$ cat config.mk
export PLATFORM = sky130hd
export DESIGN_NAME = serial_pattern_tx
export DESIGN_NICKNAME = d
export VERILOG_FILES = /design/src/rtl/serial_pattern_tx.sv
export SDC_FILE = /design/constraint.sdc
export NUM_CORES = 1
export LEC_CHECK = 0
export ABC_AREA = 1
export BUFFER_PORTS_ARGS = -buffer_cell sky130_fd_sc_hd__buf_2
export CAP_MARGIN = 20
export CELL_PAD_IN_SITES_DETAIL_PLACEMENT = 1
export CELL_PAD_IN_SITES_GLOBAL_PLACEMENT = 2
export CORE_MARGIN = 2
export CORE_UTILIZATION = 27
export CTS_CLUSTER_DIAMETER = 150
export DETAILED_ROUTE_END_ITERATION = 8
export PLACE_DENSITY = 0.83
export SETUP_SLACK_MARGIN = 0.02
export SYNTH_ARGS = -nofsm -noshare
export SYNTH_HDL_FRONTEND = slang
export SYNTH_SLANG_ARGS = --single-unit
$ cat constraint.sdc
create_clock -name clk -period 1.4 [get_ports clk]
set_input_delay 0.21 -clock clk [delete_from_list [all_inputs] [get_ports clk]]
set_output_delay 0.21 -clock clk [all_outputs]
set_load 0.05 [all_outputs]
$ cat src/rtl/serial_pattern_tx.sv
// MSB-first serial frame transmitter with load/busy/done handshake.
// Optional trailing even-parity bit when SERIAL_TX_PARITY_EN is defined.
module serial_pattern_tx #(
    parameter int   WIDTH    = 8,
    parameter int   LW       = 4,
    parameter logic IDLE_BIT = 1'b1
) (
    input  logic             clk,
    input  logic             reset,
    input  logic             load,
    input  logic [WIDTH-1:0] data,
    input  logic [LW-1:0]    len,
    output logic             x,
    output logic             valid,
    output logic             busy,
    output logic             done,
    output logic [1:0]       fsm_state
);

    typedef enum logic [1:0] {
        ST_IDLE  = 2'd0,
        ST_SHIFT = 2'd1,
        ST_PAR   = 2'd2,
        ST_DONE  = 2'd3
    } state_t;

    // Handshake: a frame request is accepted when load=1 is sampled while busy=0
    // (IDLE or DONE); valid marks cycles where x carries a frame bit.
    state_t           state, state_n;
    logic [WIDTH-1:0] shreg, shreg_n;
    logic [LW-1:0]    cnt, cnt_n;
    logic             par, par_n;
    logic             x_n, valid_n, busy_n, done_n;

    logic [LW-1:0]    eff_len;
    logic [LW-1:0]    shamt;
    logic [WIDTH-1:0] aligned;

    // Left-align the frame so bit len-1 lands in the MSB of the shifter.
    always_comb begin
        eff_len = (len > LW'(WIDTH)) ? LW'(WIDTH) : len;
        shamt   = LW'(WIDTH) - eff_len;
        aligned = data << shamt;
    end

    always_comb begin
        state_n = ST_IDLE;
        shreg_n = shreg;
        cnt_n   = cnt;
        par_n   = par;
        x_n     = IDLE_BIT;
        valid_n = 1'b0;
        busy_n  = 1'b0;
        done_n  = 1'b0;
        case (state)
            ST_IDLE, ST_DONE: begin
                if (load) begin
                    if (eff_len == '0) begin
`ifdef SERIAL_TX_PARITY_EN
                        state_n = ST_PAR;
                        par_n   = 1'b0;
                        x_n     = 1'b0;
                        valid_n = 1'b1;
                        busy_n  = 1'b1;
`else
                        state_n = ST_DONE;
                        done_n  = 1'b1;
`endif
                    end else begin
                        state_n = ST_SHIFT;
                        x_n     = aligned[WIDTH-1];
                        par_n   = aligned[WIDTH-1];
                        shreg_n = aligned << 1;
                        cnt_n   = eff_len - LW'(1);
                        valid_n = 1'b1;
                        busy_n  = 1'b1;
                    end
                end
            end
            ST_SHIFT: begin
                // cnt counts bits still to send after the one currently on x
                if (cnt == '0) begin
`ifdef SERIAL_TX_PARITY_EN
                    state_n = ST_PAR;
                    x_n     = par;
                    valid_n = 1'b1;
                    busy_n  = 1'b1;
`else
                    state_n = ST_DONE;
                    done_n  = 1'b1;
`endif
                end else begin
                    state_n = ST_SHIFT;
                    x_n     = shreg[WIDTH-1];
                    par_n   = par ^ shreg[WIDTH-1];
                    shreg_n = shreg << 1;
                    cnt_n   = cnt - LW'(1);
                    valid_n = 1'b1;
                    busy_n  = 1'b1;
                end
            end
`ifdef SERIAL_TX_PARITY_EN
            ST_PAR: begin
                state_n = ST_DONE;
                done_n  = 1'b1;
            end
`endif
            default: state_n = ST_IDLE;
        endcase
    end

    always_ff @(posedge clk or negedge reset) begin
        if (!reset) begin
            state <= ST_IDLE;
            shreg <= '0;
            cnt   <= '0;
            par   <= 1'b0;
            x     <= IDLE_BIT;
            valid <= 1'b0;
            busy  <= 1'b0;
            done  <= 1'b0;
        end else begin
            state <= state_n;
            shreg <= shreg_n;
            cnt   <= cnt_n;
            par   <= par_n;
            x     <= x_n;
            valid <= valid_n;
            busy  <= busy_n;
            done  <= done_n;
        end
    end

    assign fsm_state = state;

endmodule

# Word level (Yosys, flattened, before mapping)
# Cells that the tools add are included.
[op_classes]
add_sub_neg = 3
mul = 0
div = 0
n_lt_le_gt_ge = 1
eq_ne = 5
shifts = 1
mux = 25
bitwise = 0
n_reduce_logical = 6
[op_table]
columns = ["op", "count"]
rows = [
  ["$mux 8", 3],
  ["$mux 4", 4],
  ["$pmux 8 s2", 1],
  ["$mux 1", 9],
  ["$logic_not 4->1", 2],
  ["$pmux 4 s2", 1],
  ["$shl 8x4->8", 1],
  ["$sub 4x1->4 const B", 2],
  ["$mux 2", 3],
  ["$ne 2x2->1 const B", 3],
  ["$pmux 1 s2", 3],
  ["$gt 4x4->1 const B", 1],
  ["$pmux 2 s2", 1],
  ["$reduce_and 4->1", 1],
  ["$sub 4x4->4 const A", 1],
  ["$eq 2x1->1 const B", 1],
  ["$eq 2x2->1 const B", 1],
  ["$logic_not 2->1", 1],
  ["$reduce_bool 2->1", 1],
  ["$reduce_or 2->1", 1],
]
[word_totals]
regBits = 17
latch_bits = 0
mem_bits_rw = 0
romBits = 0
input_bits = 15
n_memories = 0

# Longest topological paths before layout
# Gate-level depths: netlist of run 1.
[logic_depth]
word_depth = 7
mapped_depth = 15
mapped_depth_nobuf = 13

# Least setup slack after synthesis of run 1
# OpenSTA, ideal clock, no wires.
[synth_timing]
kind = "register -> register"
startpoint = "register done (netlist name)"
endpoint = "register cnt[2]"
setup_time_ps = 128
arrival_ps = 1761
required_ps = 1272
setup_slack_ps = -488
stages_incl_launch_ff = 8
cell_sequence = "dfrtp_1 inv_1 ha_1 buf_2 a22oi_1 ha_1 xnor2_1 o21ai_0"
[synth_rtl]
columns = ["element", "line_no", "rtl"]
rows = [
  ["to (signal assigned)", "125", "cnt <= cnt_n;"],
  ["to (decl)", "31", "logic [LW-1:0] cnt, cnt_n;"],
]

# Worst setup path in the final report of run 1
[layout_timing]
startpoint = "register state[0], in the netlist fsm_state[0]"
endpoint = "register shreg[7]"
[layout_between]
elab_chain_len = 4
word_cells_on_any_way = 10
classes_between = "eq/ne (5); mux (1); reduce/logical (4)"
[layout_lines]
columns = ["element", "line_no", "rtl"]
rows = [
  ["from (decl)", "29", "state_t state, state_n;"],
  ["from (signal assigned)", "123", "state <= state_n;"],
  ["$eq 2x2->1 or $logic_not 2->1 (tied branches)", "55", "case (state)"],
  ["$reduce_or 2->1", "55", ""],
  ["$ne 2x2->1 (no line) or $reduce_bool 2->1 (tied branches)", "--", ""],
  ["$reduce_and 4->1 (no line)", "--", ""],
  ["to (signal assigned)", "124", "shreg <= shreg_n;"],
  ["to (decl)", "30", "logic [WIDTH-1:0] shreg, shreg_n;"],
]
# Several ways; a longest one is shown, not always the timed one.
# A chain may end at the register's enable or synchronous reset.

==> impl_results.md, run 1 <==
* Outcome: complete, but fails checks
* Failing checks: setup timing
* CTS root buf: clkbuf_8
* Commonest cells post-synth: 39 x nand2_1, 28 x nand3_1, 23 x inv_1
* CTS tree: done
* CTS clk-pin slew, worst paths at approximately 70 ps
* Worst min path class: input pin to flop
* Fin worst setup slack at -181 ps
* Synth-to-Final Area Change at 59.2%
* Hold_sp: load
* Post-DP HPWL at 3.07 mm
* Port Buf Inserts at 20
* Fmax at between 600 and 700 MHz
* Synthesized net count at 188
* Clock Sinks at 15
* Routed vias at between 1000 and 1500
* Final Net Count at 248
* Leading area contributor after synthesis: dfrtp_1
* Final Critical Period at 1580 ps
* Vias in the first global route at 1439
* Synth top area share at 30.0%
* CP startpoint kind: flop
* Starting DRC count in detailed routing at 41
* Initial antenna violation count at 0
* FP Rows at 23
* Vias per cell at 4.80
* Worst EP required at 1550 ps
* Setup violators final at 12
* Antenna violation net count after detailed routing at 0
* Sequential element share of the synthesized area at 32.2%
* Setup crit end kind: flop
* CP arrival at 1730 ps
* Netlist Area Pre-Place at 1170 um2
* Htree depth at 1
* Placed cell area at 1580 um2
* Final Hold Violating Endpoints at 0
* Max FO, Critical Path at 5
* Drt first pass iters at 3
* Period utilisation layout at 113%
* First-pass GRT wire length at 6.62 mm
* Design Area, Final at 1860 um2
* MaxCap Viol Count at 0
* Slew margin rel. at 76.2%
* Max VDD drop at 0.632 mV
* Leak at 0.941 nW
* Floorplan core area at slightly above 4000 um2
* # IOs at 21
* Mapped Cells at 169
* Fill cell count at 522
* Unique masters post-synth at 29
* Total power at 0.00415 W
* Die area at between 4000 and 5000 um2
* Unrepaired setup endpoints after global routing: true
* Ys async rst share at 100%
* DRC viols at 0
* Worst R2R Setup Slack at -180 ps
* Deepest clock path buffer count at 2
* R2R Path Start: fsm_state[0]
* Pwr Density at 2230 nW/um2
* Total Routing Usage GR at between 15 and 20%
* Worst skew pair latency at approximately 250 ps
* Routability cong. at between 0.8 and 0.9
* Final Max Tran Viols at 0
* Placed cell count at ~270
* Worst setup path start: fsm_state[0]
* Synth area leaders: dfrtp_1 30%, nand2_1 13%, nand3_1 12%
* Share of cells above drive strength 1 at ~49%
* Layout Skew at 2.97 ps
* Synth Flop Type: dfrtp_1
* Syn avg cell area at just under 7 um2
* Syn. warnings at 0
* Congestion Overflow GR at 0
* Most common cell in the netlist: nand2_1
* Least-Margin Pin Slew at 358 ps
* Final std cells w/o fill at roughly 280
* #FFs+latches synth at 15
* Die Wd at 69.8 um
* Initial Util at 28.6%
* Worst slack, placed at -418 ps
* Largest net degree at the start of global routing at 16
* CTS buffer count at 3
* Post-layout util at 45.5%
* Ant diodes at 0
* Critical path class: flop to flop
* Die Height at 69.8 um
* Number of synthesized flops with an enable pin at 0
* Final WL at roughly 4.0 mm
* Wire per inst at roughly 14 um
[where the power goes]
group          internal, W  switching [W]
Clock             0.000197       0.000162
Sequential        0.000654       0.000121
Combinational      0.00134        0.00167
Total              0.00219        0.00195
[cells by family after synthesis]
family	count (synthesis)	share of synthesized area, %
simple gates	92	37.4
buf+inv	30	11.8
compound gates	25	11.5
flops	15	32.2
fa+ha+maj	4	4.28
xor+xnor	3	2.89
[sequential cells by signal (all words and copies together), names as in the netlist]
| name | count |
|---|---|
| shreg | 7 |
| fsm_state | 1 |
| done | 1 |
| cnt | 4 |
| busy | 1 |
| x | 1 |
[placed cells by master (no fill, tap or decap)]
| cell | synthesis | final |
|---|---|---|
| buf_4 | 2 | 33 |
| nand2_1 | 39 | 30 |
| nand3_1 | 28 | 27 |
| inv_1 | 23 | 20 |
| buf_2 | 2 | 18 |
| dfrtp_1 | 14 | 12 |
| nand2_2 | 3 | 10 |
| a21oi_1 | 13 | 10 |
| nor2_1 | 11 | 8 |
| buf_6 | 2 | 8 |
| nor2_4 | 2 | 5 |
| o21ai_2 | 1 | 5 |
| nand2_4 | 2 | 4 |
| o21ai_1 | 2 | 4 |
| ha_4 | 0 | 4 |
| a21oi_2 | 0 | 3 |
| clkbuf_8 | 0 | 3 |
| inv_2 | 0 | 2 |
| clkinv_2 | 0 | 2 |
| nand3_2 | 1 | 2 |
| or2_4 | 0 | 2 |
| nor3_2 | 0 | 2 |
| dfrtp_2 | 0 | 2 |
| xnor2_2 | 1 | 1 |
| inv_4 | 0 | 1 |
| nand4_1 | 1 | 1 |
| nand3_4 | 0 | 1 |
| a22oi_2 | 0 | 1 |
| o22ai_2 | 0 | 1 |
| xnor2_1 | 1 | 1 |
| xor2_1 | 1 | 1 |
| and2_1 | 1 | 1 |
| a31oi_2 | 0 | 1 |
| dlygate4sd3_1 | 0 | 1 |
| dfstp_2 | 1 | 1 |
[final cells by class]
type	count	area [um2]	share of cell area, %
inverter	24	93.8	5.04
timing repair buffer	60	438	23.5
sequential	15	379	20.4
clock buffer	3	41.3	2.22
tap	50	62.6	3.36
multi-input combinational	125	841	45.2
clock inverter	1	5.00	0.269
[path summary, 6_finish.rpt]
| check | endpoint | cells after the start |
|---|---|---|
| hold reg to reg | shreg[4] | 2 |
| hold / removal | fsm_state[0] | 3 |
| min in group asynchronous | busy | 2 |
| setup reg to reg | shreg[7] | 8 |
| max in group asynchronous | x | 2 |
| setup / recovery | shreg[7] | 8 |
[layer usage]
metal / vias up / track usage, % / share of wire (%)
met5: - / 0 / 0
met3: 4 / 2.03 / 2.0
met1: 641 / 18.7 / 41
li1: 669 / - / -
met2: 20 / 33.4 / 56
met4: 0 / 3.85 / 1.1
[critical path, cell delays in order, from the launching register on]
cell and delay, ps:
dfrtp_2 430, ha_4 190, nand4_1 170, buf_4 170
nand3_4 120, a21oi_1 150, nand3_1 130, nand2_2 80
inv_1 40
[through the flow]
stage          TNS (ps)  hold WS (ps)
2_1_floorplan     -2740         -85.6
5_1_grt           -2440           266
3_5_place_dp      -4280           140
6_report          -1510           250
4_1_cts           -1500           246
3_3_place_gp      -2880           132
[timing repair]
item	in CTS	in global routing
setup endpoints to repair	12	13
hold endpoints to repair	14	0
setup buffers	6	3
resized for setup	31	18
pin swaps	9	5
gates cloned	1	0
hold buffers	1	0
(Power assumes the default switching activity.)
==> inputs of run 2 (changes only) <==
--- a/config.mk
+++ b/config.mk
@@ -8,13 +8,13 @@
 export ABC_AREA = 1
 export BUFFER_PORTS_ARGS = -buffer_cell sky130_fd_sc_hd__buf_2
 export CAP_MARGIN = 20
-export CELL_PAD_IN_SITES_DETAIL_PLACEMENT = 1
-export CELL_PAD_IN_SITES_GLOBAL_PLACEMENT = 2
+export CELL_PAD_IN_SITES_DETAIL_PLACEMENT = 0
+export CELL_PAD_IN_SITES_GLOBAL_PLACEMENT = 1
 export CORE_MARGIN = 2
-export CORE_UTILIZATION = 27
+export CORE_UTILIZATION = 30
 export CTS_CLUSTER_DIAMETER = 150
 export DETAILED_ROUTE_END_ITERATION = 8
-export PLACE_DENSITY = 0.83
+export PLACE_DENSITY = 0.75
 export SETUP_SLACK_MARGIN = 0.02
 export SYNTH_ARGS = -nofsm -noshare
 export SYNTH_HDL_FRONTEND = slang
==> run 2 against run 1 <==
  * The run still ends with setup timing left
  * Combinational power down 3%
  * Critical path depth rose by 1
  * Clock power fell by 4%
  * Global-route usage decreased by 1.2 points
  * Cell area increased by 3.0%
  * Utilization is 6.1 points higher
  * Setup slack improved by 73 ps
  * First-iteration DRC count increased by 15%
  * Register-to-register slack improved by 70 ps
  * Via count is 3.1% lower
  * Total power is 2.8% lower
  * Critical path type unchanged
  * Critical endpoint unchanged
  * Largest cell class unchanged
  * Largest power group unchanged
==> impl_results.md, run 2 (synthesis gave the netlist of run 1 again) <==
* Deepest clock path buffer count at 2 (unchanged)
* Least-Margin Pin Slew at 333 ps (-24.8 ps)
* Vias per cell at 4.65 (-3.1%)
* First-pass GRT wire length at 5.35 mm (-19%)
* Die area at 4410 um2 (-9.4%)
* Initial antenna violation count at 0 (unchanged)
* Pwr Density at 2100 nW/um2 (-5.6%)
* Wire per inst at 12.1 um (-16%)
* Fmax at 663 MHz (+4.8%)
* Worst EP required at 1540 ps (about the same)
* Final Critical Period at 1510 ps (-72.9 ps)
* # IOs at 21 (unchanged)
* Design Area, Final at 1920 um2 (+3.0%)
* Starting DRC count in detailed routing at 47 (+15%)
* Fin worst setup slack at -108 ps (+72.9 ps)
* Vias in the first global route at 1224 (-15%)
* Final Max Tran Viols at 0 (unchanged)
* Kind of cell adding the most delay to the critical path: simple AND/OR/NAND/NOR gates
* DRC viols at 0 (unchanged)
* Top reg by flops: shreg
* CTS tree: done
* Largest register FFs at 7 (unchanged)
* Number of buffers and inverters on the critical path at 3 (+1)
* Worst min path class: input pin to flop
* Unrepaired setup endpoints after global routing: true
* Synth-to-Final Area Change at 64.0%
* Post-DP HPWL at 2.35 mm (-23%)
* Worst path slowest cell: dfrtp_2
* Total power at 0.00403 W (-2.8%)
* Max FO, Critical Path at 5 (unchanged)
* Largest net degree at the start of global routing at 16 (unchanged)
* Critical path class: flop to flop
* Routed vias at 1293 (-3.1%)
* Final WL at 3.36 mm (-16%)
* Layout Skew at 6.57 ps (+3.60 ps)
* Final Net Count at 250 (+0.81%)
* Top Registers: shreg (7), cnt (4)
* Period utilisation layout at 108% (-5.2 points)
* Leak at 0.963 nW (+2.3%)
* Max VDD drop at 0.593 mV (-6.1%)
* Clock Sinks at 15 (unchanged)
* Worst skew pair latency at 240 ps (about the same)
* CP arrival at 1640 ps (-90 ps)
* Initial Util at 31.4% (+2.9 points)
* Htree depth at 1 (unchanged)
* Worst-path cell chain: inv_2 -> ha_4 -> nand4_1 -> nand2_2 -> nor2_4 -> buf_6 -> or2_4 -> nand2_1 -> inv_1
* CTS root buf: clkbuf_8
* CTS buffer count at 3 (unchanged)
* Stages on the worst setup path at 9 (+1)
* Failing checks: setup timing
* Reg2reg path depth at 9 (+1)
* Congestion Overflow GR at 0 (unchanged)
* Drt first pass iters at 4 (+1)
* Ant diodes at 0 (unchanged)
* Floorplan core area at 3720 um2 (-9.1%)
* FP Rows at 22 (-4.3%)
* Hold WS at 268 ps (+18.2 ps)
* CP startpoint kind: flop
* Final Hold Violating Endpoints at 0 (unchanged)
* Fill cell count at 345 (-34%)
* Antenna violation net count after detailed routing at 0 (unchanged)
* Crit path largest cell delay at 400 ps (-30 ps)
* Outcome: complete, but fails checks
* Port Buf Inserts at 20 (unchanged)
* Setup violators final at 11 (-1)
* Most frequent cells in the layout: 32 x nand2_1, 32 x buf_4, 27 x nand3_1
* Final setup TNS at -597 ps (+911 ps)
* Routability cong. at 0.765 (-8.9%)
* Hold depth at 3 (unchanged)
* Die Height at 66.4 um (-4.8%)
* Die Wd at 66.4 um (-4.8%)
* MaxCap Viol Count at 0 (unchanged)
* CTS clk-pin slew, worst paths at 60 ps (about the same)
* Share of cells above drive strength 1 at 48.3% (-0.86 points)
* Total Routing Usage GR at 15.7% (-1.2 points)
* Placed cell area at 1560 um2 (-1.6%)
* Setup crit end kind: flop
* Slew margin rel. at 77.8% (+1.7 points)
* Worst slack, placed at -350 ps (+67.8 ps)
run 2: changes by cell type in the layout (fill, tap and decap cells not counted), moves of 2 or more:
cell / delta
nand3_4: +2
nand2_4: +2
nor3_2: -2
nand2_1: +2
nor3_1: +2
nor2_2: +3
nor2_1: -2
nand3_2: -2
nand2_2: -4
run 2: through the flow:
step,util [%],instances
global placement,41.9,261
detailed placement,41.9,261
CTS,48.0,275
finish,51.6,278
floorplan,-,169
global route,51.6,278
run 2: timing repair:
| item | 4_1_cts | 5_1_grt |
|---|---|---|
| setup endpoints to repair | 12 | 13 |
| buffers inserted | 8 | 3 |
| endpoints found under the hold margin | 14 | 0 |
| hold buffers | 1 | 0 |
| pin swaps | 9 | 14 |
| gates resized for setup | 27 | 25 |
| gates cloned | 1 | 0 |
run 2: cell type report:
cell class | instances | area, um2 | share of cell area [%]
clock buffer | 4 | 45.0 | 2.35
inverter | 24 | 93.8 | 4.90
multi-input combinational | 125 | 862 | 45.0
sequential | 15 | 379 | 19.8
tap | 48 | 60.1 | 3.13
timing repair buffer | 62 | 477 | 24.9
run 2: path summary, 6_finish.rpt:
kind                         from  endpoint  slack, ps
min in group asynchronous   reset      busy        390
hold reg to reg            cnt[3]    cnt[3]        510
max in group asynchronous   reset         x        710
setup reg to reg             done  shreg[7]       -110
setup / recovery             done  shreg[7]       -110
hold / removal               load      busy        270
run 2: power breakdown:
group	switching (W)	internal (W)
Sequential	0.000116	0.000654
Combinational	0.00155	0.00136
Clock	0.000145	0.000201
run 2: worst register-to-register path, delay by kind of cell, from the launching register on:
kind | cells | cell delay (ps)
AND/OR/NAND/NOR | 5 | 600
flip-flops | 1 | 400
adder cells (fa/ha/maj) | 1 | 170
buffers and inverters | 3 | 220
run 2: metal layers:
layer	part of all wire [%]	wire, um	global-route usage, %
met5	0	0	0
met4	0.62	21	2.81
met3	2.6	88	3.24
met2	53	1800	29.6
met1	43	1460	18.1
